[src/rtl/muldiv_seq.sv]
// muldiv_seq: RV32M multiply/divide sequencer. MUL goes through the shared ALU multiplier; MULH* and div/rem use a 32-step iterative datapath.
// Latency: 1 cycle for div-by-zero/overflow, 1 + grant wait for MUL, 34 for iterative ops. done is a 1-cycle pulse; busy holds the pipeline.
// Backpressure: MUL waits indefinitely for alu_gnt, and start is ignored while busy. Optional MULDIV_FLUSH_EN adds a flush abort port.
module muldiv_seq #(
    parameter int         XLEN        = 32,
    parameter logic [6:0] ALU_MUL_SEL = 7'd10
) (
    input  logic            clk,
    input  logic            rst,
    input  logic            start,
    input  logic [2:0]      op,
    input  logic [XLEN-1:0] a,
    input  logic [XLEN-1:0] b,
    output logic            busy,
    output logic            done,
    output logic [XLEN-1:0] result,
    output logic            alu_req,
    input  logic            alu_gnt,
    output logic [6:0]      alu_s,
    output logic [XLEN-1:0] alu_a,
    output logic [XLEN-1:0] alu_b,
`ifdef MULDIV_FLUSH_EN
    input  logic            flush,
`endif
    input  logic [XLEN-1:0] alu_mul_out
);

    typedef enum logic [2:0] {
        S_IDLE,
        S_ALU_WAIT,
        S_ITER,
        S_FIX,
        S_DONE
    } state_t;

    localparam logic [2:0] OP_MUL    = 3'd0;
    localparam logic [2:0] OP_MULH   = 3'd1;
    localparam logic [2:0] OP_MULHSU = 3'd2;
    localparam logic [2:0] OP_DIV    = 3'd4;
    localparam logic [2:0] OP_REM    = 3'd6;

    state_t              state_q, state_d;
    logic [2:0]          op_q;
    logic [XLEN-1:0]     a_q, b_q;
    logic [XLEN-1:0]     mag_a, mag_b;
    logic                neg_a, neg_b;
    logic [2*XLEN-1:0]   acc;
    logic [4:0]          cnt;
    logic [XLEN-1:0]     result_q;
    logic                flush_hit;

`ifdef MULDIV_FLUSH_EN
    assign flush_hit = flush && (state_q != S_IDLE);
`else
    assign flush_hit = 1'b0;
`endif

    // ---------------- start decode ----------------
    logic            a_signed, b_signed, sa, sb;
    logic            div_zero, div_ovf, corner;
    logic [XLEN-1:0] corner_res, a_abs, b_abs;

    always_comb begin
        a_signed   = (op == OP_MULH) || (op == OP_MULHSU) || (op == OP_DIV) || (op == OP_REM);
        b_signed   = (op == OP_MULH) || (op == OP_DIV) || (op == OP_REM);
        sa         = a_signed && a[XLEN-1];
        sb         = b_signed && b[XLEN-1];
        // 33-bit negation keeps the 0x80000000 magnitude intact
        a_abs      = sa ? XLEN'(33'd0 - {a[XLEN-1], a}) : a;
        b_abs      = sb ? XLEN'(33'd0 - {b[XLEN-1], b}) : b;
        div_zero   = op[2] && (b == '0);
        div_ovf    = ((op == OP_DIV) || (op == OP_REM)) &&
                     (a == 32'h8000_0000) && (b == 32'hFFFF_FFFF);
        corner     = div_zero || div_ovf;
        corner_res = '0;
        if (div_zero)
            corner_res = op[1] ? a : 32'hFFFF_FFFF;
        else if (div_ovf)
            corner_res = op[1] ? 32'h0 : 32'h8000_0000;
    end

    // ---------------- iteration step ----------------
    logic [XLEN:0]     mul_sum, mul_hi, div_rs, div_diff;
    logic              div_ge;
    logic [2*XLEN-1:0] acc_next;

    always_comb begin
        // multiply: acc = {partial product high, remaining multiplier bits}
        mul_sum  = {1'b0, acc[2*XLEN-1:XLEN]} + {1'b0, mag_a};
        mul_hi   = acc[0] ? mul_sum : {1'b0, acc[2*XLEN-1:XLEN]};
        // divide: acc = {partial remainder, dividend bits becoming quotient}
        div_rs   = {acc[2*XLEN-1:XLEN], acc[XLEN-1]};
        div_diff = div_rs - {1'b0, mag_b};
        div_ge   = !div_diff[XLEN];
        if (op_q[2])
            acc_next = {(div_ge ? div_diff[XLEN-1:0] : div_rs[XLEN-1:0]),
                        acc[XLEN-2:0], div_ge};
        else
            acc_next = {mul_hi, acc[XLEN-1:1]};
    end

    // ---------------- sign fix-up ----------------
    logic [XLEN-1:0] fix_res;

    always_comb begin
        fix_res = '0;
        case (op_q)
            3'd4, 3'd5: fix_res = (neg_a ^ neg_b) ?
                                  XLEN'(33'd0 - {1'b0, acc[XLEN-1:0]}) : acc[XLEN-1:0];
            3'd6, 3'd7: fix_res = neg_a ?
                                  XLEN'(33'd0 - {1'b0, acc[2*XLEN-1:XLEN]}) : acc[2*XLEN-1:XLEN];
            default:    fix_res = (neg_a ^ neg_b) ?
                                  XLEN'((64'd0 - acc) >> XLEN) : acc[2*XLEN-1:XLEN];
        endcase
    end

    // ---------------- FSM ----------------
    always_ff @(posedge clk) begin
        if (rst)
            state_q <= S_IDLE;
        else
            state_q <= state_d;
    end

    always_comb begin
        state_d = state_q;
        busy    = (state_q != S_IDLE);
        done    = (state_q == S_DONE);
        alu_req = 1'b0;
        alu_s   = '0;
        alu_a   = '0;
        alu_b   = '0;
        case (state_q)
            S_IDLE: begin
                if (start) begin
                    if (op == OP_MUL)
                        state_d = S_ALU_WAIT;
                    else if (corner)
                        state_d = S_DONE;
                    else
                        state_d = S_ITER;
                end
            end
            S_ALU_WAIT: begin
                alu_req = 1'b1;
                alu_s   = ALU_MUL_SEL;
                alu_a   = a_q;
                alu_b   = b_q;
                if (alu_gnt)
                    state_d = S_DONE;
            end
            S_ITER:   if (cnt == 5'd31) state_d = S_FIX;
            S_FIX:    state_d = S_DONE;
            S_DONE:   state_d = S_IDLE;
            default:  state_d = S_IDLE;
        endcase
        if (flush_hit)
            state_d = S_IDLE;
    end

    // ---------------- datapath ----------------
    always_ff @(posedge clk) begin
        if (rst) begin
            op_q     <= '0;
            a_q      <= '0;
            b_q      <= '0;
            mag_a    <= '0;
            mag_b    <= '0;
            neg_a    <= 1'b0;
            neg_b    <= 1'b0;
            acc      <= '0;
            cnt      <= '0;
            result_q <= '0;
        end else begin
            case (state_q)
                S_IDLE: begin
                    if (start) begin
                        op_q  <= op;
                        a_q   <= a;
                        b_q   <= b;
                        mag_a <= a_abs;
                        mag_b <= b_abs;
                        neg_a <= sa;
                        neg_b <= sb;
                        cnt   <= '0;
                        acc   <= {{XLEN{1'b0}}, (op[2] ? a_abs : b_abs)};
                        if (op != OP_MUL && corner)
                            result_q <= corner_res;
                    end
                end
                S_ALU_WAIT: if (alu_gnt && !flush_hit) result_q <= alu_mul_out;
                S_ITER: begin
                    acc <= acc_next;
                    cnt <= cnt + 5'd1;
                end
                S_FIX: if (!flush_hit) result_q <= fix_res;
                default: ;
            endcase
        end
    end

    assign result = result_q;

endmodule
[config.mk]
export PLATFORM = sky130hd
export DESIGN_NAME = muldiv_seq
export DESIGN_NICKNAME = d
export VERILOG_FILES = /design/src/rtl/muldiv_seq.sv
export SDC_FILE = /design/constraint.sdc
export NUM_CORES = 1
export LEC_CHECK = 0
export CORE_MARGIN = 3
export CORE_UTILIZATION = 40
export DETAILED_ROUTE_END_ITERATION = 10
export DONT_BUFFER_PORTS = 1
export GPL_ROUTABILITY_DRIVEN = 0
export HOLD_SLACK_MARGIN = 0.03
export PLACE_DENSITY = 0.61
export RECOVER_POWER = 50
export SETUP_SLACK_MARGIN = 0.3
export SYNTH_ARGS = -nofsm -noshare
export SYNTH_HDL_FRONTEND = slang
export SYNTH_SLANG_ARGS = --single-unit
[constraint.sdc]
create_clock -name clk -period 4.55 [get_ports clk]
set_input_delay 1.365 -clock clk [delete_from_list [all_inputs] [get_ports clk]]
set_output_delay 1.365 -clock clk [all_outputs]
set_load 0.005 [all_outputs]
== Word level (Yosys, flattened, before mapping) ==
Index checks and enable logic that the tools add are counted.
Word-level totals
  register bits: 237
  bits of input ports: 103
  output and inout bits: 106
Cells by class
  add/subtract/negate cells: 8
  eq/ne operators: 19
  multiplexer cells: 32
  bitwise gates (word level): 1
  reduce and logical (&&, ||, !) cells: 27
Operators with widths (number)
  $mux W32: 16
  $mux W64: 2
  $pmux W64 S2: 1
  $sub A1 B32 Y32 const A: 4
  $pmux W32 S3: 1
  $eq A32 B32 Y1 const B: 2
  $pmux W32 S2: 1
  $sub A1 B64 Y64 const A: 1
  $add A32 B32 Y33: 1
  $mux W33: 1
  $sub A33 B32 Y33: 1
  $logic_not A32 Y1: 1
  $eq A3 B3 Y1 const B: 7
  $mux W3: 5
  $pmux W3 S4: 1
  $pmux W5 S2: 1
  $eq A3 B2 Y1 const B: 3
  $reduce_bool A3 Y1: 3
  $ne A2 B2 Y1 const B: 4
  $logic_or A1 B1 Y1: 7
  $eq A3 B1 Y1 const B: 2
  $logic_and A1 B1 Y1: 6
  $logic_not A3 Y1: 2
  $add A5 B1 Y5 const B: 1
  other kinds (11): 13

== Depth between registers and ports, before layout ==
  depth in word-level cells: 9
  mapped depth: 14
  depth with buffers taken out: 12

== Worst setup path after synthesis ==
No wires, ideal clock.
  kind: input -> register
  from: input a[0]
  to: register result_q[2], in the netlist result[2]
  library setup time: 0.132 ns
  arrival: 3.951 ns
  setup slack: 0.467 ns
  cell stages on the path: 12
  cells stage by stage: inv_1 ha_1 or3b_2 nor4_4 nand2_1 or4_4 nor4_2 nor2_1 o21a_1 buf_2 nor4b_1 nor3_1
On the way
  cells in the longest elaborated chain, start to end: 8
RTL lines
  start: declaration: RTL line 12  | input logic [XLEN-1:0] a,
  $eq A32 B32 Y1 *: RTL line 73  | (a == 32'h8000_0000) && (b == 32'hFFFF_FFFF);
  $logic_and A1 B1 Y1 *: RTL line 72  | div_ovf = ((op == OP_DIV) || (op == OP_REM)) &&
  $logic_and A1 B1 Y1 *: RTL line 73
  $mux W32: RTL line 78  | else if (div_ovf)
  $mux W32: RTL line 76  | if (div_zero)
  $mux W32: RTL line 187  | if (op != OP_MUL && corner)
  $mux W32: RTL line 177  | if (start) begin
  $pmux W32 S3: RTL line 175  | case (state_q)
  end signal: assignment: RTL line 188  | result_q <= corner_res;
  end signal: assignment: RTL line 191  | S_ALU_WAIT: if (alu_gnt && !flush_hit) result_q <= alu_mul_out;
  end signal: assignment: RTL line 196  | S_FIX: if (!flush_hit) result_q <= fix_res;
  end: declaration: RTL line 49  | logic [XLEN-1:0] result_q;
Every way passes the cells marked *; elsewhere a longest branch is shown, timed or not. The select of a mux whose other input is x is not followed.
A chain may end at the register's enable or synchronous reset.

== Final worst setup path ==
  from: register acc[31]
  to: register acc[57]
On the way
  cells in the longest elaborated chain, start to end: 4
RTL lines
  start: declaration: RTL line 47  | logic [2*XLEN-1:0] acc;
  start signal: assignment: RTL line 186  | acc <= {{XLEN{1'b0}}, (op[2] ? a_abs : b_abs)};
  start signal: assignment: RTL line 193  | acc <= acc_next;
  $sub A33 B32 Y33: RTL line 93  | div_diff = div_rs - {1'b0, mag_b};
  $mux W32: RTL line 96  | acc_next = {(div_ge ? div_diff[XLEN-1:0] : div_rs[XLEN-1:0]),
  $mux W64: RTL line 95  | if (op_q[2])
  $pmux W64 S2: RTL line 175
Every way passes these cells.

==> flow_metrics.py <==
metrics = {
    "run_status": {
        "status": "finished, violations left",
        "violations": "capacitance limit, slew limit",
    },
    "place": {
        "place_area_mm2": 0.0190,
        "portBuffers": 0,
        "place_hpwl_um": 55300,
        "placedCellCount": 3020,
    },
    "yosys": {
        "yosysUniqueCellTypes": 75,
        "syn-cell-area_mm2": 0.0186,
        "synth_seq_area_share_pct": 25.2,
        "ys_ff_latch": 234,
        "synth_edf_count": 0,
        "yosysWarnings": 0,
        "async_flop_share_pct": 0,
        "syn_inst": 2573,
        "syn_area_per_cell_um2": 7.21,
        "ys.flop_type": "dfxtp_1",
    },
    "sta": {
        "finalMaxSlewViolations": 168,
        "final_hold_viol_count": 0,
        "fin_crit_ns": 4.00,
        "tns_ns": 0,
        "fin_crit_sh_pct": 87.8,
        "max_slew_margin_pct": -23.5,
        "skew_ns": 0.0255,
        "rsz0062_at_grt": "false",
        "tightest_slew_ns": 1.85,
        "fmax_ghz": 0.250,
        "final-setup-viol-count": 0,
    },
    "power": {
        "power_frac_comb_pct": 28.5,
        "p_per_area_mw_per_mm2": 332,
        "clockPowerShare_pct": 35.7,
        "leakage_nw": 7.47,
        "switching_share_pct": 35.8,
        "p_int_w": 0.00425,
        "power_w": 0.00662,
        "power.switching_w": 0.00237,
        "power_frac_seq_pct": 35.7,
        "peakVddDrop_v": 0.000304,
    },
    "clocking": {
        "numCtsBuffers": 29,
        "cts_resized": 0,
        "cts_tree": "yes",
        "cts-root-buf": "clkbuf_16",
        "cts_setup_buffers": 0,
        "htreeDepth": 1,
        "clkLatencyLatePin_ns": 0.59,
        "postCtsHoldBufs": 0,
        "clk_path_buf_depth": 3,
        "cts_sinks": 234,
        "clk_pin_slew_ns": 0.06,
    },
    "worst_hold_path": {
        "hold_class": "flip-flop to flip-flop",
    },
    "grt": {
        "grt-ovfl-total": 0,
        "grt_pass1_vias": 17800,
        "grt_antenna_before_repair": 1,
        "grt_pass1_wl_um": 110000,
        "use_met2_pct": 43.3,
        "use_met3_pct": 5.69,
        "grt_max_degree": 208,
        "grt_util_all_layers_pct": 28.3,
        "busiest_layer": "met2",
        "grt_util_met1_pct": 38.1,
    },
    "flow_run": {
        "max_cap_viol_count": 2,
    },
    "die": {
        "die_w_um": 221,
        "ios": 209,
        "die_h_um": 221,
        "dieArea_mm2": 0.0490,
        "placementRows": 78,
        "core_mm2": 0.0456,
        "start_util_pct": 40.7,
    },
    "layout": {
        "final_nets": 2627,
        "drive_gt1_share_pct": 5.26,
        "post-route-cell-area_mm2": 0.0199,
        "fin_cells": 3073,
        "area_delta_synth_final_pct": 7.30,
        "fin_util_pct": 43.7,
    },
    "detailed_routing": {
        "vias": 19300,
        "ant_nets": 0,
        "vias_per_cell": 6.29,
        "drt-total-wl_um": 72700,
        "drt_iter0_markers": 2388,
        "wl_per_cell_um": 23.6,
        "first_pass_iters": 6,
        "drc": 0,
    },
    "setup_path": {
        "startpoint_type": "flip-flop",
        "path_max_fanout": 19,
        "endpoint_kind": "flip-flop",
        "critPathKind": "flip-flop to flip-flop",
        "worstPathRequired_ns": 5.02,
        "cp.arrival_ns": 4.47,
    },
}
[layout by cell type (no fill, tap or decap), types with 68 or more instances in the layout]
cell type  instances
inv_1             68
xnor2_1           83
ha_1              71
xor2_1            93
o21ai_0          143
dfxtp_1          233
a211oi_1          89
a21oi_1          241
and2_1            80
mux2i_1           72
nor2_1           250
nand2_1          320
[power by group through the flow]
stage | registers (W) | clock network, W | logic, W
final | 0.00236 | 0.00236 | 0.00189
after global routing | 0.00238 | 0.00247 | 0.00206
after CTS | 0.00236 | 0.00239 | 0.00184
after detailed placement | 0.00240 | 0 | 0.00183
after global placement | 0.00240 | 0 | 0.00181
after floorplan | 0.00231 | 0 | 0.00139
[Yosys cell counts (13+ instances only)]
master	instances	area (um2)
and2_1	81	507
o21a_1	16	120
dfxtp_1	234	4680
nand4_1	25	156
o41ai_1	13	114
or3_1	25	156
o21bai_1	23	173
a21oi_1	241	1210
a21o_1	23	173
a31oi_1	54	338
a211oi_1	89	668
a221oi_1	18	158
buf_1	16	60.1
o211ai_1	35	263
nor3_1	54	270
nor4_1	20	125
xor2_1	93	815
nand2b_1	39	244
ha_1	71	888
o31ai_1	29	218
clkbuf_1	184	691
nand3_1	54	270
mux2i_1	72	721
nor2_1	251	942
nand2_1	321	1200
o21ai_0	143	716
inv_1	68	255
xnor2_1	84	736
[critical path: stages (launching register included)]
cell,delay (ns)
dfxtp_1,0.46
inv_1,0.23
ha_1,0.27
fa_1,0.39
nand2b_1,0.20
a21oi_1,0.40
o211ai_1,0.26
nand4b_1,0.19
a21o_1,0.17
and2_1,0.71
o2111a_1,0.34
a21oi_1,0.08
a22o_1,0.20
[kinds of logic after synthesis]
family                     after synthesis  share of synthesized area, %
DFF                                    234                          25.2
and+or+nand+nor                        936                          23.7
muxes                                   78                          4.25
xor gates and xnor gates               177                          8.36
adders and majority gates               73                          5.00
buffers and inverters                  285                          6.04
other                                    1                        0.0202
AOI/OAI and AO/OA                      789                          27.4
[path summary, 6_finish.rpt]
kind,from,endpoint,depth (start not counted),slack [ns]
max,acc[31],acc[57],12,0.55
min,b_q[12],b_q[12],2,0.45
max reg2reg,acc[31],acc[57],12,0.55
min reg2reg,b_q[12],b_q[12],2,0.45
[through the flow]
stage                     setup WS, ns  hold WS, ns
after floorplan                  0.467        0.432
after global placement           0.282        0.437
after detailed placement         0.158        0.440
after CTS                        0.679        0.448
after global routing             0.367        0.462
final                            0.554        0.451
[registers in the layout (all words and copies together) (netlist names)]
register / count
a_q: 32
acc: 64
b_q: 32
cnt: 5
mag_a: 31
mag_b: 31
neg_a: 1
neg_b: 1
op_q: 2
result: 32
state_q: 3
[metal layers]
metal / vias up / share of wire, %
li1: 8985 / -
met1: 9124 / 41
met2: 1035 / 44
met3: 187 / 9.6
met4: 0 / 5.3
met5: - / 0
[final cells by class]
type / count / area, um2
well taps: 600 / 751
clock buffers: 45 / 856
flip-flops and latches: 234 / 4690
fillers: 4657 / 25700
repair buffers: 60 / 458
clock inverters: 7 / 98.8
diodes: 1 / 2.50
multi-input cells: 2058 / 12800
inverters: 68 / 255
(Power assumes the default switching activity.)
